<file path="src/rtl/pilha_retorno.sv">
// Return-address stack (LIFO) fed by the control unit's push/pop strobes.
// Optional macro PILHA_CIRCULAR_EN: a push while full overwrites the oldest entry.
module pilha_retorno #(
  parameter int DATA_W = 32,
  parameter int DEPTH  = 16,
  localparam int PTR_W = $clog2(DEPTH)
) (
  input  logic              clk,
  input  logic              rst_n,
  input  logic              push,
  input  logic              pop,
  input  logic [DATA_W-1:0] pc_in,
  input  logic              limpa_erro,
  output logic [DATA_W-1:0] topo,
  output logic [PTR_W:0]    ocupacao,
  output logic              vazia,
  output logic              cheia,
  output logic              overflow,
  output logic              underflow
);

  localparam logic [PTR_W:0] FULL_CNT = (PTR_W+1)'(DEPTH);

  logic [DATA_W-1:0] mem [DEPTH];
  logic [PTR_W-1:0]  sp, sp_next, sp_top, wr_addr;
  logic [PTR_W:0]    cnt, cnt_next;
  logic              empty, full, wr_en, ovf_set, udf_set;

  assign sp_top   = sp - PTR_W'(1);
  assign empty    = (cnt == '0);
  assign full     = (cnt == FULL_CNT);

  // Top is combinational so the PC can capture it on the same edge as the pop.
  assign topo     = empty ? '0 : mem[sp_top];
  assign ocupacao = cnt;
  assign vazia    = empty;
  assign cheia    = full;

  always_comb begin
    sp_next  = sp;
    cnt_next = cnt;
    wr_en    = 1'b0;
    wr_addr  = sp;
    ovf_set  = 1'b0;
    udf_set  = 1'b0;
    case ({push, pop})
      2'b10: begin
        if (!full) begin
          wr_en    = 1'b1;
          sp_next  = sp + PTR_W'(1);
          cnt_next = cnt + (PTR_W+1)'(1);
        end else begin
          ovf_set = 1'b1;
`ifdef PILHA_CIRCULAR_EN
          wr_en   = 1'b1;
          sp_next = sp + PTR_W'(1);
`else
          wr_en   = 1'b0;
`endif
        end
      end
      2'b01: begin
        if (!empty) begin
          sp_next  = sp_top;
          cnt_next = cnt - (PTR_W+1)'(1);
        end else begin
          udf_set = 1'b1;
        end
      end
      2'b11: begin
        wr_en = 1'b1;
        if (!empty) begin
          wr_addr = sp_top;
        end else begin
          // Simultaneous push/pop on an empty stack behaves as a plain push into slot 0.
          wr_addr  = '0;
          sp_next  = PTR_W'(1);
          cnt_next = (PTR_W+1)'(1);
        end
      end
      default: ;
    endcase
  end

  always_ff @(posedge clk) begin
    if (wr_en) mem[wr_addr] <= pc_in;
  end

  // Error flags: a new event on the same edge as limpa_erro keeps the flag set.
  always_ff @(posedge clk or negedge rst_n) begin
    if (!rst_n) begin
      sp        <= '0;
      cnt       <= '0;
      overflow  <= 1'b0;
      underflow <= 1'b0;
    end else begin
      sp        <= sp_next;
      cnt       <= cnt_next;
      overflow  <= ovf_set | (overflow & ~limpa_erro);
      underflow <= udf_set | (underflow & ~limpa_erro);
    end
  end

endmodule
</file>
<file path="config.mk">
export PLATFORM = sky130hd
export DESIGN_NAME = pilha_retorno
export DESIGN_NICKNAME = d
export VERILOG_FILES = /design/src/rtl/pilha_retorno.sv
export SDC_FILE = /design/constraint.sdc
export NUM_CORES = 1
export LEC_CHECK = 0
export ABC_CLOCK_PERIOD_IN_PS = 6100
export CORE_MARGIN = 2
export CORE_UTILIZATION = 60
export CTS_CLUSTER_DIAMETER = 200
export DETAILED_ROUTE_END_ITERATION = 10
export GPL_ROUTABILITY_DRIVEN = 0
export PLACE_DENSITY = 0.79
export SETUP_SLACK_MARGIN = 0.5
export SLEW_MARGIN = 20
export SYNTH_ARGS = -nofsm -noshare
export SYNTH_HDL_FRONTEND = slang
export SYNTH_SLANG_ARGS = --single-unit
</file>
<file path="constraint.sdc">
create_clock -name clk -period 6.1 [get_ports clk]
set_input_delay 0.61 -clock clk [delete_from_list [all_inputs] [get_ports clk]]
set_output_delay 0.61 -clock clk [all_outputs]
set_load 0.01 [all_outputs]
</file>
# Yosys cells after proc, flatten, opt, wreduce, memory -nomap -nowiden
# Memories as Yosys holds them, arrays and structs flattened.
# Index checks and enable logic that the tools add are counted.
# totals
elab_cells	43
memories	1
ramBits	512
register_bits	11
inputBits	37
# mem_list
name	depth	word_bits	rd	rd_clocked_by_memory_dff	write_ports	line	rtl
mem	16	32	1	0	1	24	logic [DATA_W-1:0] mem [DEPTH];
# classes
bitwise_logic	5
n_addsub	4
eq_ne	7
n_mux	19
reduce_logical	3
# ops
op	n
$mux 32	1
$mux 4	5
$mux 5	3
$pmux 5 s3	1
$pmux 4 s3	1
$mux 1	7
$ne 2x2->1 const B	3
$add 5x1->5 const B	1
$eq 5x5->1 const B	1
$logic_not 5->1	1
$sub 5x1->5 const B	1
$add 4x1->4 const B	1
$eq 2x2->1 const B	2
$reduce_and 4->1	1
$sub 4x1->4 const B	1
$reduce_bool 3->1	1
$and 1x1->1	2
$eq 2x1->1 const B	1
$or 1x1->1	2
$pmux 1 s2	1
$not 1->1	1

# Depth between registers and ports, before layout
# logic_depth
ltp_word	5
depth_mapped	12
depth_no_buf	8

# Worst setup path after synthesis
# OpenSTA, ideal clock, no wires.
# synth_timing
path_kind	register to register
from	register sp[0]
to	memory mem[12][0] (enable)
path_stages_with_launch	13
synth_period_minus_slack_ns	4.683
slack_ns	1.417
t_required_ns	5.639
arrival_time_ns	4.222
path_buffers	6
path_cell_list	dfrtp_1 buf_2 buf_6 buf_8 inv_2 ha_1 buf_2 buf_2 buf_2 nand2_1 a21oi_1 a21oi_1 nor3_1
# synth_via
elab_chain_cells	3
# synth_lines
item	line	rtl
start, declared	25	logic [PTR_W-1:0] sp, sp_next, sp_top, wr_addr;
start signal, assigned	97	sp <= sp_next;
$sub 4x1->4	29	assign sp_top = sp - PTR_W'(1);
$mux 4	72	if (!empty) begin
$mux 4 (*)	46	case ({push, pop})
end, declared	24	
# Mark *: on every way between the ends. The rest lies on a longest branch, timed or not.

# Final worst setup path
# layout_timing
from	register sp[0]
to	output topo[11]
# layout_via
elab_chain_cells	3
# layout_lines
item	line	rtl
$sub 4x1->4	29	
$mem_v2 16x32	--	
$mux 32	34	assign topo = empty ? '0 : mem[sp_top];
end, declared	14	output logic [DATA_W-1:0] topo,
# Every way passes these cells.

==> flow_summary_export.csv <==
group,metric,value,unit
status,outcome,"finished clean",
sta,slew_viol_final,0,
yosys,yosys_warnings,0,
final_layout,layout_common_cells,"edfxtp_1, mux4_2, clkdlybuf4s50_1, mux2i_1, clkbuf_16",
floorplan,die_h,189,um
final_layout,postLayoutCellArea,23500,sq um
sta,setup_tns,0,ps
sta,fin_crit_sh,75.7,%
final_layout,multi_input_area,4590,sq um
grt,gr-usage-met3,4.73,%
floorplan,core,33500,sq um
grt,grt_usage,24.7,%
clock_tree,clk_latency,570,ps
setup_path,worstReg2RegStart,"sp[0]",
floorplan,num_rows,67,
routing,firstDrtPassIters,5,
final_layout,layout.area.seq,15700,sq um
routing,avgViaCountPerCell,6.43,
setup_path,path_class,"register to output port",
floorplan,ioPinCount,78,
setup_path,crit_chain,"inv_2 -> ha_4 -> buf_12 -> mux4_2 -> mux2i_1 -> o22ai_1 -> clkdlybuf4s50_1",
setup_path,cp.required,5490,ps
sta,setup_violations,0,
yosys,synth.avg_cell_area,22.4,sq um
yosys,synth_area,20400,sq um
final_layout,layout_commonest_cell,"edfxtp_1",
grt,grt-ovfl-total,0,
place,numPortBuffers,77,
pwr,p_total,12.3,mW
pwr,p_sw_share,31.8,%
routing,wl,42300,um
yosys,ys_seq_area_share,76.5,%
clock_tree,clk_pin_slew,60,ps
clock_tree,cts-buffers-inserted,49,
clock_tree,cts_tree,"yes",
yosys,postSynthCellCount,912,
routing,initialDrtViolationCount,1075,
job,maxCapViolCount,0,
clock_tree,cts-root-buf,"clkbuf_16",
clock_tree,cts.sinks,523,
pwr,peakVddDrop,466,uV
grt,grt_antenna_before_repair,0,
hold_path,hold_path.class,"input port to asynchronous set/reset pin",
setup_path,r2r_setup_slack,2290,ps
pwr,powerDensity,526,nW/um^2
clock_tree,hold_buffers,0,
sta,maxSlewHeadroom,29.6,%
floorplan,die_area,35600,sq um
place,placed_area,21900,sq um
pwr,pwr-share-comb,39.5,%
clock_tree,cts_setup_buffers,0,
routing,drtAntennaViolNets,0,
pwr,power_switching,3.92,mW
grt,grt_pass1_vias,10100,
pwr,leakage,7.68,nW
routing,vias,9676,
pwr,seq_power_share,36.7,%
yosys,ys_types,52,
grt,grt_util_met1,34.3,%
grt,gr-usage-met2,40.6,%
final_layout,n_antenna_cell,0,
setup_path,cp-end-kind,"output port",
routing,routedWlPerCell,28.1,um
pwr,internal-power,8.42,mW
clock_tree,cts_resized,0,
setup_path,rr_endpoint,"mem[8][28]",
setup_path,ff2ff_path_depth,7,
sta,max_slew.worst_pin.slew,1050,ps
yosys,ys_ff_latch,523,
sta,rsz0062_at_grt,"no",
floorplan,start_util,61.0,%
floorplan,fp.dieW,189,um
grt,busiest_layer,"met2",
grt,grt_max_degree,117,
sta,finalClockSkew,22.3,ps
routing,drcViolationCount,0,
clock_tree,htreeDepth,2,
final_layout,synthToLayoutAreaGrowth,14.7,%
place,hpwl,21100,um
setup_path,cpPeakStageDelay,910,ps
sta,max_freq,217,MHz
clock_tree,cts_max_path_buffers,3,
setup_path,slowest_stage,"ha_4",
final_layout,nFillCells,2003,
pwr,pwr-share-clk,23.9,%
setup_path,path_max_fanout,65,
yosys,synthesis.nets,955,
setup_path,startpoint_type,"register",
final_layout,fin_util,69.9,%
setup_path,crit_arrival,4010,ps
final_layout,drive_above_1_share,24.4,%
grt,grt_pass1_wl,63900,um
final_layout,nets,1061,
sta,fin_crit,4620,ps
sta,hold_viol_final,0,
==> cell usage after synthesis, drive strengths merged <==
master / instances / share of area, %
mux4: 128 / 14
a211oi: 2 / 0.073
o31ai: 2 / 0.073
nor2: 14 / 0.26
a311oi: 1 / 0.043
dfrtp: 11 / 1.3
xor2: 1 / 0.043
clkbuf: 13 / 0.24
xnor2: 2 / 0.086
and2: 2 / 0.061
o21ai: 3 / 0.073
a31o: 1 / 0.043
nand2: 10 / 0.20
mux2i: 66 / 3.2
a31oi: 1 / 0.031
nand2b: 4 / 0.20
o311a: 1 / 0.10
edfxtp: 512 / 75
o41ai: 1 / 0.043
a221o: 1 / 0.055
ha: 5 / 0.31
o2111ai: 2 / 0.12
nor3b: 4 / 0.24
or4: 1 / 0.055
a22oi: 2 / 0.14
nor4: 1 / 0.10
nand3: 3 / 0.098
and4: 1 / 0.043
or2: 1 / 0.031
nor3: 11 / 0.29
fa: 1 / 0.098
a21oi: 11 / 0.27
o22ai: 36 / 1.1
and3: 1 / 0.031
nand4: 2 / 0.061
a21o: 2 / 0.080
buf: 37 / 1.2
nor2b: 2 / 0.061
inv: 13 / 0.24
==> per-stage QoR <==
| step | hold WS (ps) | worst slack [ps] | cells |
|---|---|---|---|
| after floorplan | 314 | 1420 | 912 |
| after global placement | 525 | 2080 | 1413 |
| after detailed placement | 529 | 2050 | 1413 |
| after CTS | 421 | 1430 | 1502 |
| after global routing | 452 | 1240 | 1504 |
| final | 415 | 1480 | 1504 |
==> how the worst max path moves through the flow <==
stage	start	to	slack [ps]	cells after the start
3_5_place_dp	sp[0]	topo[10]	2050	7
2_1_floorplan	sp[0]	mem[12][0]	1420	12
5_1_grt	sp[0]	topo[11]	1240	7
6_report	sp[0]	topo[11]	1480	7
3_3_place_gp	sp[0]	topo[10]	2080	7
4_1_cts	sp[0]	topo[11]	1430	7
==> logic make-up (layout without fill, tap and decap cells) <==
kind of cell / count (synthesis) / count (layout) / synth area share [%]
compound gates: 66 / 66 / 2.25
simple gates: 57 / 57 / 1.73
fa+ha+maj: 6 / 6 / 0.404
flops: 523 / 523 / 76.5
xor+xnor: 3 / 3 / 0.129
buf+inv: 63 / 207 / 1.63
mux: 194 / 194 / 17.3
==> per-layer routing <==
metal / vias up / part of all wire [%]
li1: 4087 / -
met1: 5044 / 40
met2: 455 / 50
met3: 90 / 7.7
met4: 0 / 2.6
met5: - / 0
==> layout make-up <==
class / count / area share [%]
sequential: 523 / 66.7
multi-input combinational: 326 / 19.6
clock buffer: 57 / 5.36
timing repair buffer: 105 / 4.48
tap: 448 / 2.39
clock inverter: 32 / 1.23
inverter: 13 / 0.208
==> power by group through the flow <==
stage | logic, mW | clock network, mW | registers (mW)
floorplan | 3.18 | 0 | 4.52
global placement | 4.81 | 0 | 4.56
detailed placement | 4.87 | 0 | 4.59
CTS | 4.93 | 2.98 | 4.53
global route | 5.19 | 3.12 | 4.56
finish | 4.87 | 2.95 | 4.53
==> flip-flops by register name (all words and copies together) (netlist names) <==
signal	flops
overflow	1
underflow	1
ocupacao	5
sp	4
mem	512
==> critical path, delay by kind of cell, from the launching register on <==
family	cells	cell delay, ps
flip-flops	1	690
AO/OA/AOI/OAI	1	150
adder cells (fa/ha/maj)	1	910
buffers and inverters	3	1010
multiplexers	2	600
Power figures use the tool's default switching activity.
